$ cat config.mk
export PLATFORM = sky130hd
export DESIGN_NAME = fetch_unit_flat
export DESIGN_NICKNAME = d
export VERILOG_FILES = /design/src/rtl/fetch_unit_if.sv /design/src/rtl/fetch_unit.sv /design/src/flat_wrapper.sv
export SDC_FILE = /design/constraint.sdc
export NUM_CORES = 1
export LEC_CHECK = 0
export ABC_AREA = 0
export CAP_MARGIN = 10
export CORE_UTILIZATION = 45
export DETAILED_ROUTE_END_ITERATION = 10
export HOLD_SLACK_MARGIN = 0.08
export PLACE_DENSITY = 0.73
export SLEW_MARGIN = 20
export SYNTH_ARGS = -nofsm -noshare
export SYNTH_HDL_FRONTEND = slang
export SYNTH_SLANG_ARGS = --single-unit
export TNS_END_PERCENT = 5
$ cat constraint.sdc
create_clock -name CLK -period 3.22 [get_ports CLK]
set_input_delay 0.483 -clock CLK [delete_from_list [all_inputs] [get_ports CLK]]
set_output_delay 0.483 -clock CLK [all_outputs]
set_load 0.02 [all_outputs]
$ cat src/rtl/fetch_unit_if.sv
// Fetch-stage bundle: progCntr feedback, instruction-memory handshake and decode-side buffer port.
// The master modport is the fetch unit; the slave modport is its environment (progCntr, memory, decode).
interface fetch_unit_if;
    logic [15:0] NEXT_PC;
    logic        BRANCH;
    logic [15:0] PC;
    logic        IMEM_REQ;
    logic [15:0] IMEM_ADDR;
    logic        IMEM_ACK;
    logic [15:0] IMEM_DATA;
    logic [15:0] INSTR;
    logic [15:0] INSTR_PC;
    logic        INSTR_VALID;
    logic        INSTR_READY;

    modport master (
        input  NEXT_PC, BRANCH, IMEM_ACK, IMEM_DATA, INSTR_READY,
        output PC, IMEM_REQ, IMEM_ADDR, INSTR, INSTR_PC, INSTR_VALID
    );

    modport slave (
        output NEXT_PC, BRANCH, IMEM_ACK, IMEM_DATA, INSTR_READY,
        input  PC, IMEM_REQ, IMEM_ADDR, INSTR, INSTR_PC, INSTR_VALID
    );
endinterface

$ cat src/rtl/fetch_unit.sv
// Instruction fetch stage: owns the PC, issues single-outstanding memory requests
// and buffers returned words in a small circular FIFO drained by decode.
module fetch_unit #(
    parameter logic [15:0] RESET_PC = 16'h0000,
    parameter int          DEPTH    = 2
) (
    input  logic          CLK,
    input  logic          RESET,
    fetch_unit_if.master  bus
);
    localparam int PW = (DEPTH == 4) ? 2 : 1;
    localparam int CW = PW + 1;
    localparam logic [CW-1:0] FULL = CW'(DEPTH);

    typedef enum logic [1:0] {IDLE, FETCH, DRAIN} state_t;

    state_t        state_q, state_d;
    logic [15:0]   pc_q, pc_d;
    logic [15:0]   addr_q, addr_d;
    logic          req_q;
    logic [CW-1:0] count_q, count_d, count_after;
    logic [PW-1:0] wr_ptr_q, wr_ptr_d;
    logic [PW-1:0] rd_ptr_q, rd_ptr_d;
    logic          push, pop;

    logic [15:0]   data_mem [DEPTH];
    logic [15:0]   pc_mem   [DEPTH];

    always_comb begin
        pop         = (count_q != '0) & bus.INSTR_READY;
        push        = (state_q == FETCH) & bus.IMEM_ACK & ~bus.BRANCH;
        count_after = count_q + CW'(push) - CW'(pop);

        state_d = state_q;
        pc_d    = pc_q;
        addr_d  = addr_q;

        case (state_q)
            IDLE: begin
                if (bus.BRANCH) begin
                    pc_d    = bus.NEXT_PC;
                    addr_d  = bus.NEXT_PC;
                    state_d = FETCH;
                end else if ((count_q < FULL) || pop) begin
                    addr_d  = pc_q;
                    state_d = FETCH;
                end
            end
            FETCH: begin
                if (bus.BRANCH) begin
                    pc_d = bus.NEXT_PC;
                    // An unacked request cannot be withdrawn; wait it out in DRAIN.
                    if (bus.IMEM_ACK) addr_d = bus.NEXT_PC;
                    else              state_d = DRAIN;
                end else if (bus.IMEM_ACK) begin
                    pc_d   = bus.NEXT_PC;
                    addr_d = bus.NEXT_PC;
                    if (!(count_after < FULL)) state_d = IDLE;
                end
            end
            DRAIN: begin
                if (bus.BRANCH) pc_d = bus.NEXT_PC;
                if (bus.IMEM_ACK) begin
                    addr_d  = bus.BRANCH ? bus.NEXT_PC : pc_q;
                    state_d = FETCH;
                end
            end
            default: state_d = IDLE;
        endcase

        // Flush overrides any push/pop in the same cycle.
        count_d  = bus.BRANCH ? '0 : count_after;
        wr_ptr_d = bus.BRANCH ? '0 : wr_ptr_q + PW'(push);
        rd_ptr_d = bus.BRANCH ? '0 : rd_ptr_q + PW'(pop);
    end

    always_ff @(posedge CLK) begin
        if (!RESET) begin
            state_q  <= IDLE;
            pc_q     <= RESET_PC;
            addr_q   <= RESET_PC;
            req_q    <= 1'b0;
            count_q  <= '0;
            wr_ptr_q <= '0;
            rd_ptr_q <= '0;
        end else begin
            state_q  <= state_d;
            pc_q     <= pc_d;
            addr_q   <= addr_d;
            req_q    <= (state_d != IDLE);
            count_q  <= count_d;
            wr_ptr_q <= wr_ptr_d;
            rd_ptr_q <= rd_ptr_d;
        end
    end

    // Buffer storage carries no reset; validity is tracked solely by count_q.
    always_ff @(posedge CLK) begin
        if (push) begin
            data_mem[wr_ptr_q] <= bus.IMEM_DATA;
            pc_mem[wr_ptr_q]   <= addr_q;
        end
    end

    assign bus.PC          = pc_q;
    assign bus.IMEM_REQ    = req_q;
    assign bus.IMEM_ADDR   = addr_q;
    assign bus.INSTR_VALID = (count_q != '0);
    assign bus.INSTR       = (count_q != '0) ? data_mem[rd_ptr_q] : 16'h0000;
    assign bus.INSTR_PC    = (count_q != '0) ? pc_mem[rd_ptr_q]   : 16'h0000;
endmodule
$ cat src/flat_wrapper.sv
// flat-port wrapper written by rule: the top's interface ports become plain ports
module fetch_unit_flat 
#(
    parameter logic [15:0] RESET_PC = 16'h0000,
    parameter int          DEPTH    = 2
)
  (CLK, RESET, bus_NEXT_PC, bus_BRANCH, bus_IMEM_ACK, bus_IMEM_DATA, bus_INSTR_READY, bus_PC, bus_IMEM_REQ, bus_IMEM_ADDR, bus_INSTR, bus_INSTR_PC, bus_INSTR_VALID);
  fetch_unit_if bus_i ();
  input  logic CLK;
  input  logic RESET;
  input wire logic [$bits(bus_i.NEXT_PC)-1:0] bus_NEXT_PC;
  input wire logic [$bits(bus_i.BRANCH)-1:0] bus_BRANCH;
  input wire logic [$bits(bus_i.IMEM_ACK)-1:0] bus_IMEM_ACK;
  input wire logic [$bits(bus_i.IMEM_DATA)-1:0] bus_IMEM_DATA;
  input wire logic [$bits(bus_i.INSTR_READY)-1:0] bus_INSTR_READY;
  output wire logic [$bits(bus_i.PC)-1:0] bus_PC;
  output wire logic [$bits(bus_i.IMEM_REQ)-1:0] bus_IMEM_REQ;
  output wire logic [$bits(bus_i.IMEM_ADDR)-1:0] bus_IMEM_ADDR;
  output wire logic [$bits(bus_i.INSTR)-1:0] bus_INSTR;
  output wire logic [$bits(bus_i.INSTR_PC)-1:0] bus_INSTR_PC;
  output wire logic [$bits(bus_i.INSTR_VALID)-1:0] bus_INSTR_VALID;
  assign bus_i.NEXT_PC = bus_NEXT_PC;
  assign bus_i.BRANCH = bus_BRANCH;
  assign bus_i.IMEM_ACK = bus_IMEM_ACK;
  assign bus_i.IMEM_DATA = bus_IMEM_DATA;
  assign bus_i.INSTR_READY = bus_INSTR_READY;
  assign bus_PC = bus_i.PC;
  assign bus_IMEM_REQ = bus_i.IMEM_REQ;
  assign bus_IMEM_ADDR = bus_i.IMEM_ADDR;
  assign bus_INSTR = bus_i.INSTR;
  assign bus_INSTR_PC = bus_i.INSTR_PC;
  assign bus_INSTR_VALID = bus_i.INSTR_VALID;
  fetch_unit #(.RESET_PC(RESET_PC), .DEPTH(DEPTH)) u_core (.CLK(CLK), .RESET(RESET), .bus(bus_i));
endmodule
==> results.json <==
{
  "avgSynthCellArea_um2": 12.3,
  "hold_viol_final": 0,
  "critical_path.top_delay_family": "buffers and inverters",
  "start_util_pct": 46.5,
  "core-area_um2": 9280,
  "viasPerCell": 5.28,
  "post_cts_resized": 0,
  "rsz0062_at_grt": "no",
  "cts.path.max_buffers": 2,
  "finish.instance_area_um2": 5660,
  "grt_max_degree": 34,
  "synth.most_common_cell": "edfxtp_1",
  "seqPwrFrac_pct": 54.0,
  "cts_root_buf": "clkbuf_8",
  "slowest_stage": "clkdlybuf4s50_1",
  "nNetsFinal": 482,
  "drt_iter0_markers": 101,
  "drc": 0,
  "ios": 103,
  "tightest_slew_ns": 1.04,
  "crit_path_end_kind": "output pin",
  "slew_headroom_pct": 30.3,
  "synthArstFlopShare_pct": 0,
  "fin_setup_tns_ns": 0,
  "path_cells": "buf_12 -> mux2i_1 -> nor2_1 -> clkdlybuf4s50_1",
  "cp_num_buf_inv": 2,
  "place_area_um2": 5460,
  "netSwitchingFraction_pct": 27.3,
  "grt_antenna_before_repair": 0,
  "hp-class": "reg -> reg",
  "fillers": 772,
  "layout-drive-gt1-share_pct": 8.74,
  "fin_skew_ns": 0.00850,
  "clk_latency_ns": 0.35,
  "clk_pin_slew_worst_paths_ns": 0.10,
  "cts_tree": "yes",
  "worstPathMaxFanout": 28,
  "power.total_w": 0.00288,
  "powerDensity_nw_per_um2": 509,
  "syn-num-nets": 392,
  "synth_edf_count": 64,
  "cts_made_buffers": 9,
  "setup_ws_ns": 0.766,
  "hpwl_um": 6410,
  "antenna-diode-count": 0,
  "drt_wl_total_um": 8940,
  "synth_commonest_cells": "64 x edfxtp_1, 39 x dfxtp_1, 38 x nor2_1",
  "outcome": "complete, no violations",
  "firstDrtPassIters": 4,
  "synth_seq_cells": 103,
  "p_leak_nw": 1.83,
  "place.gp.congestion": 0.774,
  "overflow": 0,
  "grt_pass1_wl_um": 14600,
  "die_height_um": 99.9,
  "track_usage_pct": 18.5,
  "synth_top_cell_by_area": "edfxtp_1",
  "crit_type": "reg -> out",
  "cp-start-kind": "flip-flop",
  "dpl_worst_slack_ns": 0.818,
  "die_x_um": 99.9,
  "synth-seq-area-share_pct": 62.6,
  "vias": 3034,
  "pwr-share-comb_pct": 18.0,
  "final_antenna_net_count": 0,
  "synth_area_leaders": "edfxtp_1 45%, dfxtp_1 18%, mux2i_1 7.4%",
  "post_cts_buffers": 0,
  "internal_power_w": 0.00210,
  "synth_cells": 351,
  "arrival_ns": 1.97,
  "timing.final.max_slew_violations": 0,
  "yosysWarningCount": 0,
  "h-tree-depth": 3,
  "ir_drop_mv": 0.251,
  "worstPathRequired_ns": 2.74,
  "switchingPower_w": 0.000786,
  "timing.final.crit_share_pct": 76.2,
  "die_area_um2": 9990,
  "area_growth_pct": 31.2,
  "cts.sinks": 103,
  "wl_per_cell_um": 15.5,
  "synth_area_um2": 4320,
  "whs_ns": 0.508,
  "netlist.area_leader.share_pct": 44.5,
  "row_count": 35,
  "synth_top_flop_cell": "edfxtp_1",
  "setup_viol": 0,
  "port_buffers": 102,
  "grt_pass1_vias": 2940,
  "clkPwrFrac_pct": 28.0,
  "slowest_delay_ns": 0.54,
  "ctsHoldBuffers": 0,
  "drv_cap": 0,
  "synth_cell_types": 30,
  "fmax_mhz": 408,
  "fin_crit_ns": 2.45
}
==> worst register-to-register path: stages (launching register included) <==
cell and delay [ns]:
dfxtp_1 0.55, nand2b_1 0.41, nor2_1 0.40, ha_2 0.43, buf_12 0.22
==> state kept, by name, indices dropped and copies added, names as in the netlist <==
register              flops
u_core.bus.IMEM_ADDR     16
u_core.pc_mem            32
u_core.state_q            2
u_core.wr_ptr_q           1
u_core.data_mem          32
u_core.count_q            2
u_core.bus.IMEM_REQ       1
u_core.bus.PC            16
u_core.rd_ptr_q           1
==> kinds of logic (layout without fill, tap and decap cells) <==
kind of cell	count (synthesis)	in the layout	share of synthesized area (%)
simple gates	83	83	8.76
flops	103	103	62.6
buf+inv	38	133	3.89
xor+xnor	3	3	1.10
fa+ha+maj	4	4	1.16
mux	32	32	7.42
compound gates	88	88	15.0
==> routing by layer <==
metal	share of wire (%)	track usage, %
met1	48	25.2
met2	46	30.2
met3	5.9	3.48
met4	0.25	5.66
met5	0	0
==> layout by cell type, fill, tap and decap left out, drive strengths merged <==
cell / count
mux2i: 32
nor2b: 2
and2: 1
a22o: 1
edfxtp: 64
nor3: 1
dfxtp: 39
nand2b: 4
nand2: 3
clkdlybuf4s50: 102
xor2: 2
ha: 4
a21oi: 18
a21o: 1
o21ai: 33
nor2: 38
a311oi: 16
clkinv: 4
xnor3: 1
bufinv: 1
nand3: 32
inv: 8
a221oi: 16
o2111ai: 2
o311ai: 1
and3: 1
clkinvlp: 2
clkbuf: 9
buf: 7
or3b: 1
==> through the flow <==
step	cells	util (%)
final	575	61.0
after floorplan	351	-
after global routing	575	61.0
after detailed placement	559	58.8
after CTS	575	61.0
after global placement	559	58.8
==> worst paths after layout <==
path                                                from               endpoint  slack [ns]  cells after the start
worst min register to register  u_core.bus.IMEM_ADDR[10]   u_core.pc_mem[1][10]        0.51                      0
worst max-delay path                     u_core.rd_ptr_q        bus_INSTR_PC[1]        0.77                      4
worst max register to register         u_core.state_q[0]  u_core.data_mem[1][0]        0.92                      4
worst min-delay path            u_core.bus.IMEM_ADDR[10]   u_core.pc_mem[1][10]        0.51                      0
==> cell type report <==
cell class              instances  area (um^2)  share of cell area (%)
clock buffers                   9          124                    2.19
clock inverters                 7         78.8                    1.39
repair buffers                109         1110                    19.6
well taps                     129          161                    2.85
inverters                       8         30.0                   0.530
multi-input cells             210         1450                    25.7
flip-flops and latches        103         2700                    47.8
==> power by group through the flow <==
| stage | clock network, W | logic, W | registers [W] |
|---|---|---|---|
| 4_1_cts | 0.000824 | 0.000521 | 0.00156 |
| 3_5_place_dp | 0 | 0.000520 | 0.00159 |
| 3_3_place_gp | 0 | 0.000513 | 0.00159 |
| 6_report | 0.000806 | 0.000520 | 0.00156 |
| 5_1_grt | 0.000872 | 0.000562 | 0.00157 |
| 2_1_floorplan | 0 | 0.000255 | 0.00162 |
No activity file was read; power rests on OpenSTA's default activity.
